**config.mk**
```make
export PLATFORM = sky130hd
export DESIGN_NAME = prog_loader
export DESIGN_NICKNAME = d
export VERILOG_FILES = /design/src/rtl/prog_loader.sv
export SDC_FILE = /design/constraint.sdc
export NUM_CORES = 1
export LEC_CHECK = 0
export ABC_CLOCK_PERIOD_IN_PS = 2720
export BUFFER_PORTS_ARGS = -buffer_cell sky130_fd_sc_hd__buf_4
export CORE_MARGIN = 1
export CORE_UTILIZATION = 50
export DETAILED_ROUTE_END_ITERATION = 10
export PLACE_DENSITY = 0.69
export SLEW_MARGIN = 30
export SYNTH_ARGS = -nofsm -noshare
export SYNTH_HDL_FRONTEND = slang
export SYNTH_SLANG_ARGS = --single-unit
```
**constraint.sdc**
```tcl
create_clock -name clk -period 2.72 [get_ports clk]
set_clock_uncertainty 0.2 [all_clocks]
set_input_delay 0.272 -clock clk [delete_from_list [all_inputs] [get_ports clk]]
set_output_delay 0.272 -clock clk [all_outputs]
set_load 0.02 [all_outputs]
```
**src/rtl/prog_loader.sv**
```systemverilog
// Boot-time program loader: takes a length-prefixed, checksummed byte stream and
// writes big-endian 32-bit words into the CPU memory, holding the CPU in reset until done.
module prog_loader #(
    parameter int ADDR_W    = 8,
    parameter int BASE_ADDR = 0
) (
    input  logic              clk,
    input  logic              reset,
    input  logic              start,
    input  logic              in_valid,
    input  logic [7:0]        in_data,
    output logic              in_ready,
    output logic [ADDR_W-1:0] memaddr,
    output logic [31:0]       memwd,
    output logic              wmem,
    output logic              cpu_reset,
    output logic              done,
    output logic              err
);

    typedef enum logic [2:0] {
        IDLE, HDR_HI, HDR_LO, DATA, WRITE, CSUM, DONE, ERR
    } state_t;

    // Largest legal word count: the whole memory.
    localparam logic [16:0] LEN_MAX = 17'(1) << ADDR_W;

    state_t      state, state_nx;
    logic [7:0]  len_hi;
    logic [15:0] len;
    logic [15:0] word_idx;
    logic [1:0]  byte_idx;
    logic [23:0] shift;
    logic [7:0]  csum;

    logic        take;
    logic [15:0] len_new;
    logic [15:0] word_idx_inc;
    logic        restart;

    assign take         = in_valid & in_ready;
    assign len_new      = {len_hi, in_data};
    assign word_idx_inc = word_idx + 16'd1;
    assign restart      = start && (state == IDLE || state == DONE || state == ERR);

    always_ff @(posedge clk or negedge reset) begin
        if (!reset) state <= IDLE;
        else        state <= state_nx;
    end

    always_comb begin
        state_nx = state;
        case (state)
            IDLE, DONE, ERR: if (start) state_nx = HDR_HI;
            HDR_HI: if (take) state_nx = HDR_LO;
            HDR_LO: begin
                if (take) begin
                    if ({1'b0, len_new} > LEN_MAX) state_nx = ERR;
                    else if (len_new == 16'd0)     state_nx = CSUM;
                    else                           state_nx = DATA;
                end
            end
            DATA:  if (take && byte_idx == 2'd3) state_nx = WRITE;
            WRITE: state_nx = (word_idx_inc == len) ? CSUM : DATA;
            CSUM:  if (take) state_nx = (in_data == csum) ? DONE : ERR;
            default: state_nx = IDLE;
        endcase
    end

    // Datapath: header capture, word assembly, running checksum and word index.
    always_ff @(posedge clk or negedge reset) begin
        if (!reset) begin
            len_hi   <= '0;
            len      <= '0;
            word_idx <= '0;
            byte_idx <= '0;
            shift    <= '0;
            csum     <= '0;
            memaddr  <= '0;
            memwd    <= '0;
        end else if (restart) begin
            len_hi   <= '0;
            len      <= '0;
            word_idx <= '0;
            byte_idx <= '0;
            csum     <= '0;
        end else begin
            case (state)
                HDR_HI: if (take) len_hi <= in_data;
                HDR_LO: if (take) len <= len_new;
                DATA: begin
                    if (take) begin
                        shift    <= {shift[15:0], in_data};
                        byte_idx <= byte_idx + 2'd1;
                        csum     <= csum ^ in_data;
                        if (byte_idx == 2'd3) begin
                            memwd   <= {shift, in_data};
                            memaddr <= ADDR_W'(BASE_ADDR) + ADDR_W'(word_idx);
                        end
                    end
                end
                WRITE: word_idx <= word_idx_inc;
                default: ;
            endcase
        end
    end

    // Status outputs are registered from the next state so they move on the state edge.
    always_ff @(posedge clk or negedge reset) begin
        if (!reset) begin
            in_ready  <= 1'b0;
            wmem      <= 1'b0;
            cpu_reset <= 1'b1;
            done      <= 1'b0;
            err       <= 1'b0;
        end else begin
            in_ready  <= (state_nx == HDR_HI) || (state_nx == HDR_LO) ||
                         (state_nx == DATA)   || (state_nx == CSUM);
            wmem      <= (state_nx == WRITE);
            cpu_reset <= (state_nx != DONE);
            done      <= (state_nx == DONE);
            err       <= (state_nx == ERR);
        end
    end

endmodule

```
### Word level (Yosys, flattened, before mapping)

Index checks and enable logic that the tools add are counted.

| word-level totals | value |
|---|---|
| register bits | 122 |
| bits in latches | 0 |
| RAM bits | 0 |
| bits in read-only memories | 0 |
| input port bits | 12 |
| output and inout bits | 45 |
| memories | 0 |

| cells by class | value |
|---|---|
| add/subtract/negate cells | 2 |
| multiply operators | 0 |
| divide/modulo/power cells | 0 |
| order comparisons | 1 |
| equality and inequality tests | 18 |
| shift operators | 0 |
| muxes and demuxes | 24 |
| bitwise operators | 3 |
| reduce and logical (&&, ||, !) cells | 20 |

Operators by type and width:

| kind | count |
|---|---|
| $mux W16 | 5 |
| $mux W8 | 6 |
| $eq A3 B3 Y1 const B | 8 |
| $mux W3 | 8 |
| $pmux W3 S6 | 1 |
| $add A16 B1 Y16 const B | 1 |
| $eq A16 B16 Y1 | 1 |
| $gt A16 B9 Y1 const B | 1 |
| $logic_not A16 Y1 | 1 |
| $eq A3 B2 Y1 const B | 4 |
| $reduce_bool A2 Y1 | 5 |
| $eq A8 B8 Y1 | 1 |
| $xor A8 B8 Y8 | 1 |
| $eq A3 B1 Y1 const B | 2 |
| $mux W2 | 3 |
| $reduce_and A2 Y1 | 3 |
| $logic_or A1 B1 Y1 | 5 |
| $reduce_and A4 Y1 | 1 |
| $logic_not A3 Y1 | 1 |
| $ne A3 B3 Y1 const B | 1 |
| $reduce_and A3 Y1 | 1 |
| $reduce_or A3 Y1 | 1 |
| $add A2 B1 Y2 const B | 1 |
| $eq A2 B2 Y1 const B | 1 |
| other kinds (4) | 5 |

### Longest topological paths before layout

Gate-level depths: netlist (run 1).

| logic depth | value |
|---|---|
| word-level depth | 9 |
| mapped depth | 8 |
| depth with buffers taken out | 7 |

### Worst setup path before layout (run 1)

No wires, ideal clock.

| path | value |
|---|---|
| path type | register -> register |
| start point | reg word_idx[0] |
| end point | reg state[1] |
| arrival time | 1,783 ps |
| required time | 2,387 ps |
| setup slack | 604 ps |
| stages on the path, launching flop included | 8 |
| path buffers | 0 |
| clock period less this slack | 2,116 ps |
| path through | dfrtp_1 > ha_1 > nand2_1 > or3_1 > a211oi_1 > o2111ai_1 > a211oi_2 > a31oi_1 |

| on the way | value |
|---|---|
| word-level cells in the longest chain between the ends | 4 |

RTL lines:

| element | line | RTL |
|---|---|---|
| start, declared | 31 | `logic [15:0] word_idx;` |
| start signal, assigned | 102 | `WRITE: word_idx <= word_idx_inc;` |
| $add A16 B1 Y16 | 43 | `assign word_idx_inc = word_idx + 16'd1;` |
| $eq A16 B16 Y1 | 64 | `WRITE: state_nx = (word_idx_inc == len) ? CSUM : DATA;` |
| $mux W3 | 64 |  |
| $pmux W3 S6 | 53 | `case (state)` |
| net state_nx[1] | 28 | `state_t state, state_nx;` |
| end signal, assigned | 48 | `else state <= state_nx;` |
| end, declared | 28 |  |

The timed path passes the listed nets, and every way through them passes these cells.
A chain may end at the register's enable or synchronous reset.

### Worst setup path in the final report (run 1)

Same ends and word-level chain as after synthesis.

==> results.md, run 1 <==
* Hold Path Class: in -> reg
* Die H at 108 um
* Post-synthesis compound-gate area fraction at 8.06%
* Pleak at 3.40 nW
* Post-CTS Setup Repair Bufs at 0
* CTS tree: yes
* Hold worst-path end: len_hi[1]
* Final period utilization at 89.5%
* Gr ovfl total at 0
* Vias at 4202
* Drt pass-1 iters at 5
* Starting DRT DRC Count at 237
* Placed insts at 716
* Dpl hpwl at 7960 um
* WL/cell at 16.0 um
* Placer Congestion at 0.866
* Cell Area, Synth at 5570 um2
* Worst reg2reg path startpoint: word_idx[0]
* Most frequent cells in the layout: 121 x dfrtp_1, 107 x nand2_1, 64 x buf_4
* Die Width at 108 um
* Initial antenna violation count at 0
* Post-synthesis sequential area ratio at 54.8%
* CTS Sinks at 122
* Largest family of logic cells by synthesized area: simple AND/OR/NAND/NOR gates
* Final net count at 619
* Post-Synthesis Cells at 536
* # setup viols final at 0
* Status: finished, final reports clean
* CP required at 2900 ps
* Syn_area_per_cell at 10.4 um2
* Io pins at 57
* Die area at 11600 um2
* Tmin final at 2440 ps
* Starting density of the core at 51.4%
* DRC viols at 0
* Placement Rows at 38
* Ys async rst share at 100%
* Adder-cell share of the synthesized area at 0.449%
* Finished Layout Cells at 758
* Post-synthesis xor/xnor area fraction at 5.19%
* Hold Crit Depth at 3
* Largest net degree at the start of global routing at 82
* Synthesis Warnings at 0
* CTS Buffer Depth at 2
* Drt total wl at 12100 um
* Synth Flop Type: dfrtp_1
* Core outline area at 10800 um2
* Max-slew violation count at 0
* Reg2Reg Depth at 7
* Post-Synth Simple-Gate Area at 16.0%
* Final TNS setup at 0 ps
* Worst Max-Slew Pin Slew at 656 ps
* Commonest non-fill, non-tap cell in the layout: dfrtp_1
* Skew-Pair Late Insertion Delay at 520 ps
* Flop2flop setup slack at 280 ps
* Final ANT Viol Nets at 0
* Layout cells sized above 1 at 24.3%
* Mux contribution to synthesized area at 13.1%
* Number of synthesized flops with an enable pin at 0
* HP Start: start
* Total GRT Usage at 22.9%
* Max Fanout on Critical Path at 6
* Fin. Hold Viols at 0
* RSZ-0062 raised after global routing: false
* Kind of critical path: reg -> reg
* Synthesized flop and latch total at 122
* Via density at 5.54
* Area Growth Syn to Fin at 22.3%
* Root Buffer: clkbuf_8
* P per Cell Area at 1090 nW/um2
* Netlist cell types at 45
* Num CTS Buffers at 17
* ANT cells at 0
* Reg2reg end: state[1]
* Slew HR at 56.1%
* CP Launch Type: flop
* Port bufs at 56
* Synth Net Count at 550
* Setup crit end kind: flop
* Clk slew on worst S/H paths at 60 ps
* First-pass GRT wire length at 20300 um
* CP arrival at 2620 ps
* Fmax achieved at 0.411 GHz
* Number of global-route vias before repair at 4217
* Peak VDD IR at 558 uV
* H-tree depth at 4
* Max cap viols at 0
worst max-delay path: stages, from the launching register on:
cell and delay [ps]:
dfrtp_1 460, ha_1 280, nand2_1 190, or3_1 390
a211oi_1 260, o2111ai_1 160, a211oi_2 240, a31oi_1 120
through the flow:
| step | setup slack (ps) | area, um2 | utilization (%) | hold WS, ps | total power [mW] |
|---|---|---|---|---|---|
| 6_report | 285 | 6810 | 62.8 | 54.1 | 7.42 |
| 5_1_grt | 141 | 6810 | 62.8 | 66.1 | 7.88 |
| 4_1_cts | 309 | 6820 | 62.9 | 28.6 | 7.47 |
| 3_5_place_dp | 345 | 6170 | 56.9 | -3.94 | 5.35 |
| 3_3_place_gp | 414 | 6170 | 56.9 | -4.09 | 5.26 |
| 2_1_floorplan | 604 | 5570 | - | -224 | 4.49 |
how the worst max path moves through the flow:
| stage | depth (start not counted) | startpoint | slack, ps | end |
|---|---|---|---|---|
| floorplan | 7 | word_idx[0] | 600 | state[1] |
| global placement | 7 | word_idx[0] | 410 | state[1] |
| detailed placement | 7 | word_idx[0] | 350 | state[1] |
| CTS | 7 | word_idx[0] | 310 | state[1] |
| global route | 7 | word_idx[0] | 140 | state[1] |
| finish | 7 | word_idx[0] | 280 | state[1] |
registers in the layout, summed over array words and instances, names as in the netlist, 2 cells and up:
| signal | count |
|---|---|
| len_hi | 8 |
| byte_idx | 2 |
| word_idx | 16 |
| len | 16 |
| memwd | 32 |
| csum | 8 |
| state | 3 |
| memaddr | 8 |
| shift | 24 |
power by group:
group          total, mW  leakage (nW)  switching (mW)  internal, mW
clock network       2.07         0.275           0.837          1.24
logic               2.40          1.50            1.33          1.06
registers           2.95          1.63           0.508          2.44
total               7.42          3.40            2.68          4.74
synth_stat cells (2+ instances only):
cell type    n  share of area, %
a21oi_1     12               1.1
a31oi_1      6              0.67
and3_1       3              0.34
buf_2       10              0.90
clkbuf_1    16               1.1
dfrtp_1    121                54
ha_1         2              0.45
inv_1        6              0.40
mux2_2      40               8.1
mux2i_1     28               5.0
nand2_1    107               7.2
nand2b_1     3              0.34
nand3_1      7              0.63
nand4_1      5              0.56
nor2_1      51               3.4
nor3_1       5              0.45
nor3_2       4              0.72
nor4_1       5              0.56
o21ai_0     37               3.3
o22ai_1      3              0.34
o31ai_1      5              0.67
or3_1        6              0.67
xnor2_1     18               2.8
xor2_1      15               2.4
kinds of logic after synthesis:
logic type               after synthesis
AO/OA/AOI/OAI                         76
multiplexers                          68
XOR/XNOR                              33
flip-flops                           122
buffers and inverters                 32
AND/OR/NAND/NOR                      203
adder cells (fa/ha/maj)                2
layout make-up:
cell class,instances,area (um2)
flip-flops and latches,122,3050
inverters,6,22.5
repair buffers,76,616
well taps,140,175
multi-input cells,382,2390
clock buffers,18,428
clock inverters,14,124
fillers,834,4030
per-layer routing:
metal / global-route usage [%] / wire (um) / share of wire (%) / vias to the layer above
met2: 36.3 / 5820 / 48 / 105
met5: 0 / 0 / 0 / -
li1: - / - / - / 1984
met1: 30.2 / 5550 / 46 / 2088
met3: 5.45 / 528 / 4.4 / 25
met4: 9.39 / 233 / 1.9 / 0
repair_timing:
action	in CTS	in global routing
hold buffers	10	0
gates resized for setup	0	0
endpoints found under the hold margin	161	0
Power figures use the tool's default switching activity.
==> run 2: changes to the inputs <==
- ABC_CLOCK_PERIOD_IN_PS: 2720 -> 2650
- clock period: 2.72 -> 2.65 ns (I/O delays scaled with it)
==> run 2 against run 1 <==
  * First-iteration DRC count fell by 30%
  * Non-clock buffer count rose by 2
  * Total power rose by 5.1%
  * Clock power rose by 11%
  * Sequential power rose by 2%
  * Utilization rose by 0.72 points
  * Count of clock-buffer cells in the layout did not move
  * Combinational power rose by 3%
  * Critical path type unchanged
==> results.md, run 2 (synthesis gave the netlist of run 1 again) <==
* Status: finished, final reports clean
* DRC viols at 0 (unchanged)
* Max cap viols at 0 (unchanged)
* Vias at 4115 (-2.1%)
* CTS Buffer Depth at 2 (unchanged)
* CP peak stage delay at 460 ps (about the same)
* Final net count at 621 (+0.32%)
* CTS tree: yes
* Commonest non-fill, non-tap cell in the layout: dfrtp_1
* Sequential power share at 38.8% (-0.9 points)
* Crit path max-delay family: compound AO/OA/AOI/OAI gates
* Area Growth Syn to Fin at 23.7%
* # fillers at 857 (+2.8%)
* Max Fanout on Critical Path at 6 (unchanged)
* RSZ-0062 raised after global routing: false
* Sw Pwr at 2.73 mW (+1.8%)
* Most frequent cells in the layout: 121 x dfrtp_1, 107 x nand2_1, 66 x buf_4
* Starting DRT DRC Count at 166 (-30%)
* Die H at 108 um (unchanged)
* Fmax achieved at 0.420 GHz (+2.3%)
* Tmin final at 2380 ps (-54.0 ps)
* Placed cell areas at 6200 um2 (+0.57%)
* Io pins at 57 (unchanged)
* Hold_buf cts at 9 (-1)
* Hold Path Class: in -> reg
* Largest reg by FF count: memwd
* Post-CTS Setup Repair Bufs at 0 (unchanged)
* Final Cell Area at 6890 um2 (+1.1%)
* Largest net degree at the start of global routing at 51 (-38%)
* Logic pwr share at 31.7% (-0.6 points)
* Port bufs at 56 (unchanged)
* Die area at 11600 um2 (unchanged)
* # setup viols final at 0 (unchanged)
* CP bufs+invs at 0 (unchanged)
* CTS Sinks at 122 (unchanged)
* CP arrival at 2650 ps (+30 ps)
* Num CTS Buffers at 17 (unchanged)
* CP required at 2910 ps (about the same)
* Initial antenna violation count at 0 (unchanged)
* Peak VDD IR at 597 uV (+7.0%)
* Clock Power Share at 29.5% (+1.6 points)
* Kind of critical path: reg -> reg
* Skew-Pair Late Insertion Delay at 530 ps (about the same)
* P per Cell Area at 1130 nW/um2 (+3.9%)
* Placer Congestion at 0.896 (+3.5%)
* Clk slew on worst S/H paths at 60 ps (about the same)
* Net Sw Frac at 35.0% (-1.1 points)
* CP Launch Type: flop
* Die Width at 108 um (unchanged)
* Final TNS setup at 0 ps (unchanged)
* P_int at 5.07 mW (+6.9%)
* Placed insts at 719 (+0.42%)
* Placement Rows at 38 (unchanged)
* Setup crit end kind: flop
* Gr ovfl total at 0 (unchanged)
* Largest register FFs at 32 (unchanged)
* Drt pass-1 iters at 4 (-1)
* Total GRT Usage at 22.6% (-0.29 points)
* Finished Layout Cells at 760 (+0.26%)
* Via density at 5.41 (-2.3%)
* Layout cells sized above 1 at 24.5% (+0.24 points)
* Critical Path, Cell by Cell: ha_1, nand2_1, or3_1, a211oi_1, o2111ai_1, a211oi_2, a31o_1
* H-tree depth at 4 (unchanged)
* First-pass GRT wire length at 19700 um (-2.6%)
* Dpl hpwl at 7930 um (-0.26%)
* Post-cts sizing count at 0 (unchanged)
* Worst Max-Slew Pin Slew at 671 ps (+14.2 ps)
* Final ANT Viol Nets at 0 (unchanged)
* Number of global-route vias before repair at 3988 (-5.4%)
* WL/cell at 15.5 um (-3.0%)
* Core outline area at 10800 um2 (unchanged)
* ANT cells at 0 (unchanged)
* Drt total wl at 11800 um (-2.7%)
* Fin. Hold Viols at 0 (unchanged)
* Max-slew violation count at 0 (unchanged)
* Root Buffer: clkbuf_8
* Starting density of the core at 51.4% (unchanged)
* Final period utilization at 89.9% (+0.33 points)
* Biggest regs: memwd (32), shift (24)
* Slew HR at 55.1% (-0.95 points)
* Pleak at 3.43 nW (+0.82%)
* Slowest cell on crit path: dfrtp_1
-- run 2: cell types whose count changed in the layout (fill, tap and decap cells not counted), sizes merged --
cell,change
clkinv,-4
buf,+2
bufinv,+2
clkinvlp,+2
-- run 2: area by class of cell --
class                   count  area [um2]  share of cell area, %
clock buffers              18         428                   6.21
clock inverters            14         171                   2.49
inverters                   6        22.5                  0.327
multi-input cells         382        2390                   34.7
flip-flops and latches    122        3050                   44.3
well taps                 140         175                   2.54
repair buffers             78         646                   9.37
-- run 2: power groups by stage --
stage	sequential (mW)	clock, mW	combinational, mW
finish	3.02	2.30	2.47
global placement	3.02	0	2.39
floorplan	3.17	0	1.45
detailed placement	3.05	0	2.46
CTS	3.02	2.34	2.49
global route	3.12	2.41	2.74
-- run 2: worst min-delay path, stage by stage --
cell     delay [ps]
buf_4           110
a31oi_1          80
o31a_1          180
nand3_1         100
-- run 2: worst paths after layout --
kind,start,to,slack (ps),depth (start not counted)
worst max-delay path,word_idx[0],state[2],270,7
worst min-delay path,start,cpu_reset,50,4
worst max register to register,word_idx[0],state[2],270,7
worst min register to register,shift[20],shift[20],280,2
max in group asynchronous,reset,memwd[19],1520,3
min in group asynchronous,reset,word_idx[11],70,2
-- run 2: per-layer routing --
metal  track usage (%)  share of wire, %  vias up  routed length (um)
li1                  -                 -     1992                   -
met1              30.3                46     2013                5410
met2              35.3                48       89                5640
met3              5.02               4.4       21                 514
met4              9.78               2.1        0                 245
met5                 0                 0        -                   0
-- run 2: per-stage QoR --
| stage | hold slack [ps] | utilization, % | total power, mW | worst slack [ps] |
|---|---|---|---|---|
| finish | 46.4 | 63.6 | 7.79 | 269 |
| global route | 74.5 | 63.6 | 8.27 | 125 |
| CTS | 17.3 | 63.6 | 7.86 | 270 |
| detailed placement | 85.2 | 57.2 | 5.51 | 301 |
| global placement | 81.9 | 57.2 | 5.41 | 387 |
| floorplan | -231 | - | 4.61 | 534 |
